**src/rtl/pwm_btn_pkg.sv**
```systemverilog
// Shared types and default constants for the PWM button conditioner.
package pwm_btn_pkg;

    typedef enum logic [1:0] {
        IDLE   = 2'd0,
        HELD   = 2'd1,
        REPEAT = 2'd2,
        LOCKED = 2'd3
    } btn_state_e;

    localparam int CNT_W_DEF         = 28;
    localparam int DEB_CYCLES_DEF    = 2;
    localparam int REPEAT_DELAY_DEF  = 8;
    localparam int REPEAT_PERIOD_DEF = 4;

endpackage

```
**src/rtl/btn_debounce_ch.sv**
```systemverilog
// One button channel: 2-FF synchronizer, stable-count debouncer and the
// debounced level. Also tracks whether the button has been seen released
// since reset, so a button held through reset cannot produce a press.
module btn_debounce_ch
    import pwm_btn_pkg::*;
#(
    parameter int CNT_W      = CNT_W_DEF,
    parameter int DEB_CYCLES = DEB_CYCLES_DEF
) (
    input  logic clk,
    input  logic rst_n,
    input  logic raw,
    output logic level,
    output logic level_nxt,
    output logic press
);

    localparam logic [CNT_W-1:0] DEB_LAST = CNT_W'(DEB_CYCLES - 1);

    logic             s1_q, s1_d;
    logic             s2_q, s2_d;
    logic [1:0]       vld_q, vld_d;
    logic [CNT_W-1:0] cnt_q, cnt_d;
    logic             level_q, level_d;
    logic             armed_q, armed_d;

    // Next-state: sync shift, debounce count, level flip, release-seen arming
    always_comb begin
        s1_d    = raw;
        s2_d    = s1_q;
        // vld_q[1] marks that s2 holds a real post-reset sample
        vld_d   = {vld_q[0], 1'b1};
        level_d = level_q;
        cnt_d   = '0;
        if (s2_q != level_q) begin
            if (cnt_q == DEB_LAST) level_d = s2_q;
            else                   cnt_d   = cnt_q + CNT_W'(1);
        end
        armed_d = armed_q | (vld_q[1] & ~s2_q);
    end

    // Channel state registers
    always_ff @(posedge clk) begin
        if (!rst_n) begin
            s1_q    <= 1'b0;
            s2_q    <= 1'b0;
            vld_q   <= '0;
            cnt_q   <= '0;
            level_q <= 1'b0;
            armed_q <= 1'b0;
        end else begin
            s1_q    <= s1_d;
            s2_q    <= s2_d;
            vld_q   <= vld_d;
            cnt_q   <= cnt_d;
            level_q <= level_d;
            armed_q <= armed_d;
        end
    end

    assign level     = level_q;
    assign level_nxt = level_d;
    assign press     = armed_q & ~level_q & level_d;

endmodule

```
**src/rtl/pwm_button_conditioner.sv**
```systemverilog
// Button front-end for the PWM duty controller: two debounced channels,
// per-channel press FSMs with mutual exclusion, registered step pulses.
// Optional auto-repeat while held: define BTN_AUTOREPEAT_EN.
module pwm_button_conditioner
    import pwm_btn_pkg::*;
#(
    parameter int CNT_W      = CNT_W_DEF,
    parameter int DEB_CYCLES = DEB_CYCLES_DEF
`ifdef BTN_AUTOREPEAT_EN
   ,parameter int REPEAT_DELAY  = REPEAT_DELAY_DEF,
    parameter int REPEAT_PERIOD = REPEAT_PERIOD_DEF
`endif
) (
    input  logic clk,
    input  logic rst_n,
    input  logic ena,
    input  logic btn_inc_raw,
    input  logic btn_dec_raw,
    output logic inc_pulse,
    output logic dec_pulse,
    output logic inc_level,
    output logic dec_level
);

    // Channel index 0 = increase, 1 = decrease
    logic [1:0] raw, lvl_q, lvl_d, press;
    logic [1:0] pulse_q, pulse_d;
    btn_state_e state_q [2];
    btn_state_e state_d [2];

`ifdef BTN_AUTOREPEAT_EN
    localparam logic [CNT_W-1:0] DELAY_LAST  = CNT_W'(REPEAT_DELAY - 1);
    localparam logic [CNT_W-1:0] PERIOD_LAST = CNT_W'(REPEAT_PERIOD - 1);
    logic [CNT_W-1:0] rcnt_q [2];
    logic [CNT_W-1:0] rcnt_d [2];
`endif

    assign raw = {btn_dec_raw, btn_inc_raw};

    for (genvar g = 0; g < 2; g++) begin : g_ch
        btn_debounce_ch #(
            .CNT_W      (CNT_W),
            .DEB_CYCLES (DEB_CYCLES)
        ) u_deb (
            .clk       (clk),
            .rst_n     (rst_n),
            .raw       (raw[g]),
            .level     (lvl_q[g]),
            .level_nxt (lvl_d[g]),
            .press     (press[g])
        );
    end

    // Press FSMs; decisions use next-cycle levels so the pulse lands with the level edge
    always_comb begin
        for (int c = 0; c < 2; c++) begin
            state_d[c] = state_q[c];
            pulse_d[c] = 1'b0;
`ifdef BTN_AUTOREPEAT_EN
            rcnt_d[c]  = rcnt_q[c];
`endif
            if (!ena || !lvl_d[c]) begin
                state_d[c] = IDLE;
`ifdef BTN_AUTOREPEAT_EN
                rcnt_d[c]  = '0;
`endif
            end else begin
                case (state_q[c])
                    IDLE: begin
                        if (press[c]) begin
                            // other button held or rising at the same edge: ignore this press
                            if (lvl_d[1-c]) begin
                                state_d[c] = LOCKED;
                            end else begin
                                state_d[c] = HELD;
                                pulse_d[c] = 1'b1;
`ifdef BTN_AUTOREPEAT_EN
                                rcnt_d[c]  = '0;
`endif
                            end
                        end
                    end
`ifdef BTN_AUTOREPEAT_EN
                    HELD: begin
                        if (lvl_d[1-c]) begin
                            state_d[c] = LOCKED;
                        end else if (rcnt_q[c] == DELAY_LAST) begin
                            pulse_d[c] = 1'b1;
                            rcnt_d[c]  = '0;
                            state_d[c] = REPEAT;
                        end else begin
                            rcnt_d[c]  = rcnt_q[c] + CNT_W'(1);
                        end
                    end
                    REPEAT: begin
                        if (lvl_d[1-c]) begin
                            state_d[c] = LOCKED;
                        end else if (rcnt_q[c] == PERIOD_LAST) begin
                            pulse_d[c] = 1'b1;
                            rcnt_d[c]  = '0;
                        end else begin
                            rcnt_d[c]  = rcnt_q[c] + CNT_W'(1);
                        end
                    end
`endif
                    // HELD without repeat and LOCKED both just wait for release
                    default: ;
                endcase
            end
        end
    end

    // FSM state and output pulse registers
    always_ff @(posedge clk) begin
        if (!rst_n) begin
            state_q <= '{default: IDLE};
            pulse_q <= '0;
`ifdef BTN_AUTOREPEAT_EN
            rcnt_q  <= '{default: '0};
`endif
        end else begin
            state_q <= state_d;
            pulse_q <= pulse_d;
`ifdef BTN_AUTOREPEAT_EN
            rcnt_q  <= rcnt_d;
`endif
        end
    end

    assign inc_pulse = pulse_q[0];
    assign dec_pulse = pulse_q[1];
    assign inc_level = lvl_q[0];
    assign dec_level = lvl_q[1];

endmodule
```
**config.mk**
```make
export PLATFORM = sky130hd
export DESIGN_NAME = pwm_button_conditioner
export DESIGN_NICKNAME = d
export VERILOG_FILES = /design/src/rtl/pwm_btn_pkg.sv /design/src/rtl/btn_debounce_ch.sv /design/src/rtl/pwm_button_conditioner.sv
export SDC_FILE = /design/constraint.sdc
export NUM_CORES = 1
export LEC_CHECK = 0
export BUFFER_PORTS_ARGS = -buffer_cell sky130_fd_sc_hd__buf_2
export CORE_ASPECT_RATIO = 1.1
export CORE_MARGIN = 2
export CORE_UTILIZATION = 33
export CTS_CLUSTER_DIAMETER = 60
export DETAILED_ROUTE_END_ITERATION = 10
export PLACE_DENSITY = 0.45
export SLEW_MARGIN = 20
export SYNTH_ARGS = -nofsm -noshare
export SYNTH_HDL_FRONTEND = slang
export SYNTH_HIERARCHICAL = 1
export SYNTH_SLANG_ARGS = --single-unit
```
**constraint.sdc**
```tcl
create_clock -name clk -period 2.5 [get_ports clk]
set_input_delay 0.375 -clock clk [delete_from_list [all_inputs] [get_ports clk]]
set_output_delay 0.375 -clock clk [all_outputs]
set_load 0.005 [all_outputs]
```
==> results.py <==
metrics = {
    "grt": {
        "track_usage": 0.136,
        "grt_pass1_vias": 2526,
        "grt_pass1_wl_mm": 11.7,
        "grt_antenna_before_repair": 0,
        "use_met1": 0.164,
        "use_met3": 0.0291,
        "grt.overflow.total": 0,
        "grt_max_degree": 29,
        "top_usage_layer": "met2",
        "use_met2": 0.227,
    },
    "timing": {
        "slew_viol_final": 0,
        "hold_viol_final": 0,
        "fmax_mhz": 485,
        "rsz0062_at_grt": "no",
        "setup_viol": 0,
        "period_share": 0.826,
        "tns_ps": 0,
        "fin_skew_ps": 17.7,
        "relSlewSlack": 0.743,
        "layout_min_cycle_time_ps": 2060,
        "max_slew.worst_pin.slew_ps": 383,
    },
    "die": {
        "die_w_um": 98.9,
        "core_mm2": 0.00975,
        "die_h_um": 108,
        "rows": 38,
        "io_pins": 9,
        "start_util": 0.335,
        "dieArea_mm2": 0.0107,
    },
    "cts": {
        "cts_root_buffer": "clkbuf_8",
        "postCtsSetupBuffers": 0,
        "postCtsHoldBufs": 0,
        "cts-resized-gates": 0,
        "cts_tree": "yes",
        "htree_levels": 3,
        "clkTransAtPathRegs_ps": 90,
        "clockBufferDepth": 2,
        "clk_latency_ps": 350,
        "numCtsBuffers": 9,
        "cts.sinks": 74,
    },
    "critical_path": {
        "cp-start-kind": "flip-flop",
        "cp-end-kind": "flip-flop",
        "cp.arrival_ps": 2330,
        "worstPathMaxFanout": 5,
        "path_class": "flip-flop to flip-flop",
        "cp.required_ps": 2760,
    },
    "logic_synthesis": {
        "yosysSeqAreaShare": 0.453,
        "syn_area_mm2": 0.00327,
        "synth-xor-area-share": 0.0804,
        "synthCells": 364,
        "ys_ff_latch": 74,
        "avgSynthCellArea_um2": 8.98,
        "synth_compound_area_frac": 0.106,
        "synth_mux_area_frac": 0,
        "synth.distinct_cells": 28,
        "synth_ff_type": "dfxtp_1",
        "synthSimpleGateAreaFrac": 0.305,
        "synth_common_cells": "dfxtp_1, nor2_1, a21oi_1",
        "ys_warn_count": 6,
        "yosys.area.top_type": "dfxtp_1",
        "synth_most_common_cell": "dfxtp_1",
        "async_flop_share": 0,
        "synth_top_family_by_area": "simple AND/OR/NAND/NOR gates",
        "synthesis.nets": 373,
        "synth_top_area_frac": 0.453,
        "synth_edf_count": 0,
        "synth-adder-area-share": 0.0153,
        "synth.area.top_cells": "dfxtp_1, xor2_1, a21oi_1, nand4_1, nor2_1",
    },
    "finish": {
        "nets": 382,
        "seq_area_mm2": 0.00148,
        "fill_cells": 1019,
        "layout-drive-gt1-share": 0.0820,
        "diodes": 0,
        "multi_input_comb_area_mm2": 0.00165,
        "area_delta_synth_final_pct": 9.49,
        "instances_no_fill": 498,
    },
    "pwr": {
        "p_leak_nw": 1.14,
        "vdd_drop_max_uv": 223,
        "p_per_area_mw_per_mm2": 598,
        "finalPower_mw": 2.14,
    },
    "route": {
        "avgViaCountPerCell": 5.30,
        "antenna_left": 0,
        "wl_per_cell_um": 13.5,
        "num_vias": 2639,
        "first_pass_iters": 4,
        "first_iter_violations": 66,
        "drc": 0,
        "wirelength_mm": 6.73,
    },
    "place": {
        "port_buffers": 8,
        "place_hpwl_mm": 4.61,
        "gp_congestion": 0.739,
        "dp_cells": 482,
    },
    "job": {
        "cap_violations": 0,
    },
    "outcome": {
        "outcome": "finished clean",
    },
    "worst_hold_path": {
        "hp-class": "input pin to flip-flop",
    },
}
logic make-up after synthesis:
family,after synthesis
AND/OR/NAND/NOR,172
flip-flops,74
AO/OA/AOI/OAI,60
XOR/XNOR,30
buffers and inverters,24
adder cells (fa/ha/maj),4
layout make-up:
| class | count | area share |
|---|---|---|
| Inverter | 12 | 0.0126 |
| Clock buffer | 10 | 0.0357 |
| Sequential cell | 74 | 0.414 |
| Multi-Input combinational cell | 266 | 0.462 |
| Timing Repair Buffer | 10 | 0.0154 |
| Tap cell | 120 | 0.0420 |
| Clock inverter | 6 | 0.0182 |
path summary, 6_finish.rpt:
path / start / slack [ps] / to / cells past startpoint
min: btn_dec_raw / 230 / g_ch[1].u_deb/s1_q$_SDFF_PN0_ / 2
min reg2reg: g_ch[1].u_deb/s1_q$_SDFF_PN0_ / 440 / g_ch[1].u_deb/s2_q$_SDFF_PN0_ / 1
max: g_ch[0].u_deb/cnt_q[0]$_SDFF_PP0_ / 440 / pulse_q[0]$_SDFF_PP0_ / 7
max reg2reg: g_ch[0].u_deb/cnt_q[0]$_SDFF_PP0_ / 440 / pulse_q[0]$_SDFF_PP0_ / 7
routing by layer:
metal,up-vias,routed length [um]
li1,1355,-
met1,1244,3240
met2,24,3170
met3,16,124
met4,0,201
met5,-,0
critical path: stages, from the launching register on:
cell	delay, ps
dfxtp_1	400
ha_1	170
nor4b_1	240
nand4_1	260
or3_1	430
nand2_1	120
nand3_1	120
nor4_1	240
state kept, by name, indices dropped and copies added, names as in the netlist:
name	flops
g_ch.u_deb/armed_q	2
g_ch.u_deb/cnt_q	56
g_ch.u_deb/level	2
g_ch.u_deb/s1_q	2
g_ch.u_deb/s2_q	2
g_ch.u_deb/vld_q	4
pulse_q	2
state_q	4
cells in the final DEF (no fill, tap or decap), types with 8 or more instances in the layout:
master / count
dfxtp_1: 74
nor2_1: 34
a21oi_1: 32
xor2_1: 28
nand3_1: 22
nand4_1: 22
nand2_1: 18
or3_1: 14
o21ai_0: 14
inv_1: 12
nor4_1: 12
o31ai_1: 12
or4_1: 12
clkbuf_8: 9
and4_1: 8
and2_1: 8
buf_2: 8
power by group:
part           total, mW  internal [mW]  switching (mW)
Sequential          1.19           1.19         0.00488
Clock              0.917          0.463           0.454
Combinational     0.0311         0.0111          0.0200
Total               2.14           1.66           0.479
through the flow:
| step | hold WS (ps) | setup slack (ps) | instance area (um^2) | utilization |
|---|---|---|---|---|
| global route | 204 | 242 | 3580 | 0.367 |
| global placement | 418 | 473 | 3390 | 0.347 |
| finish | 226 | 436 | 3580 | 0.367 |
| CTS | 210 | 429 | 3580 | 0.367 |
| detailed placement | 420 | 441 | 3390 | 0.347 |
| floorplan | 403 | 747 | 3270 | - |
(Power assumes the default switching activity.)
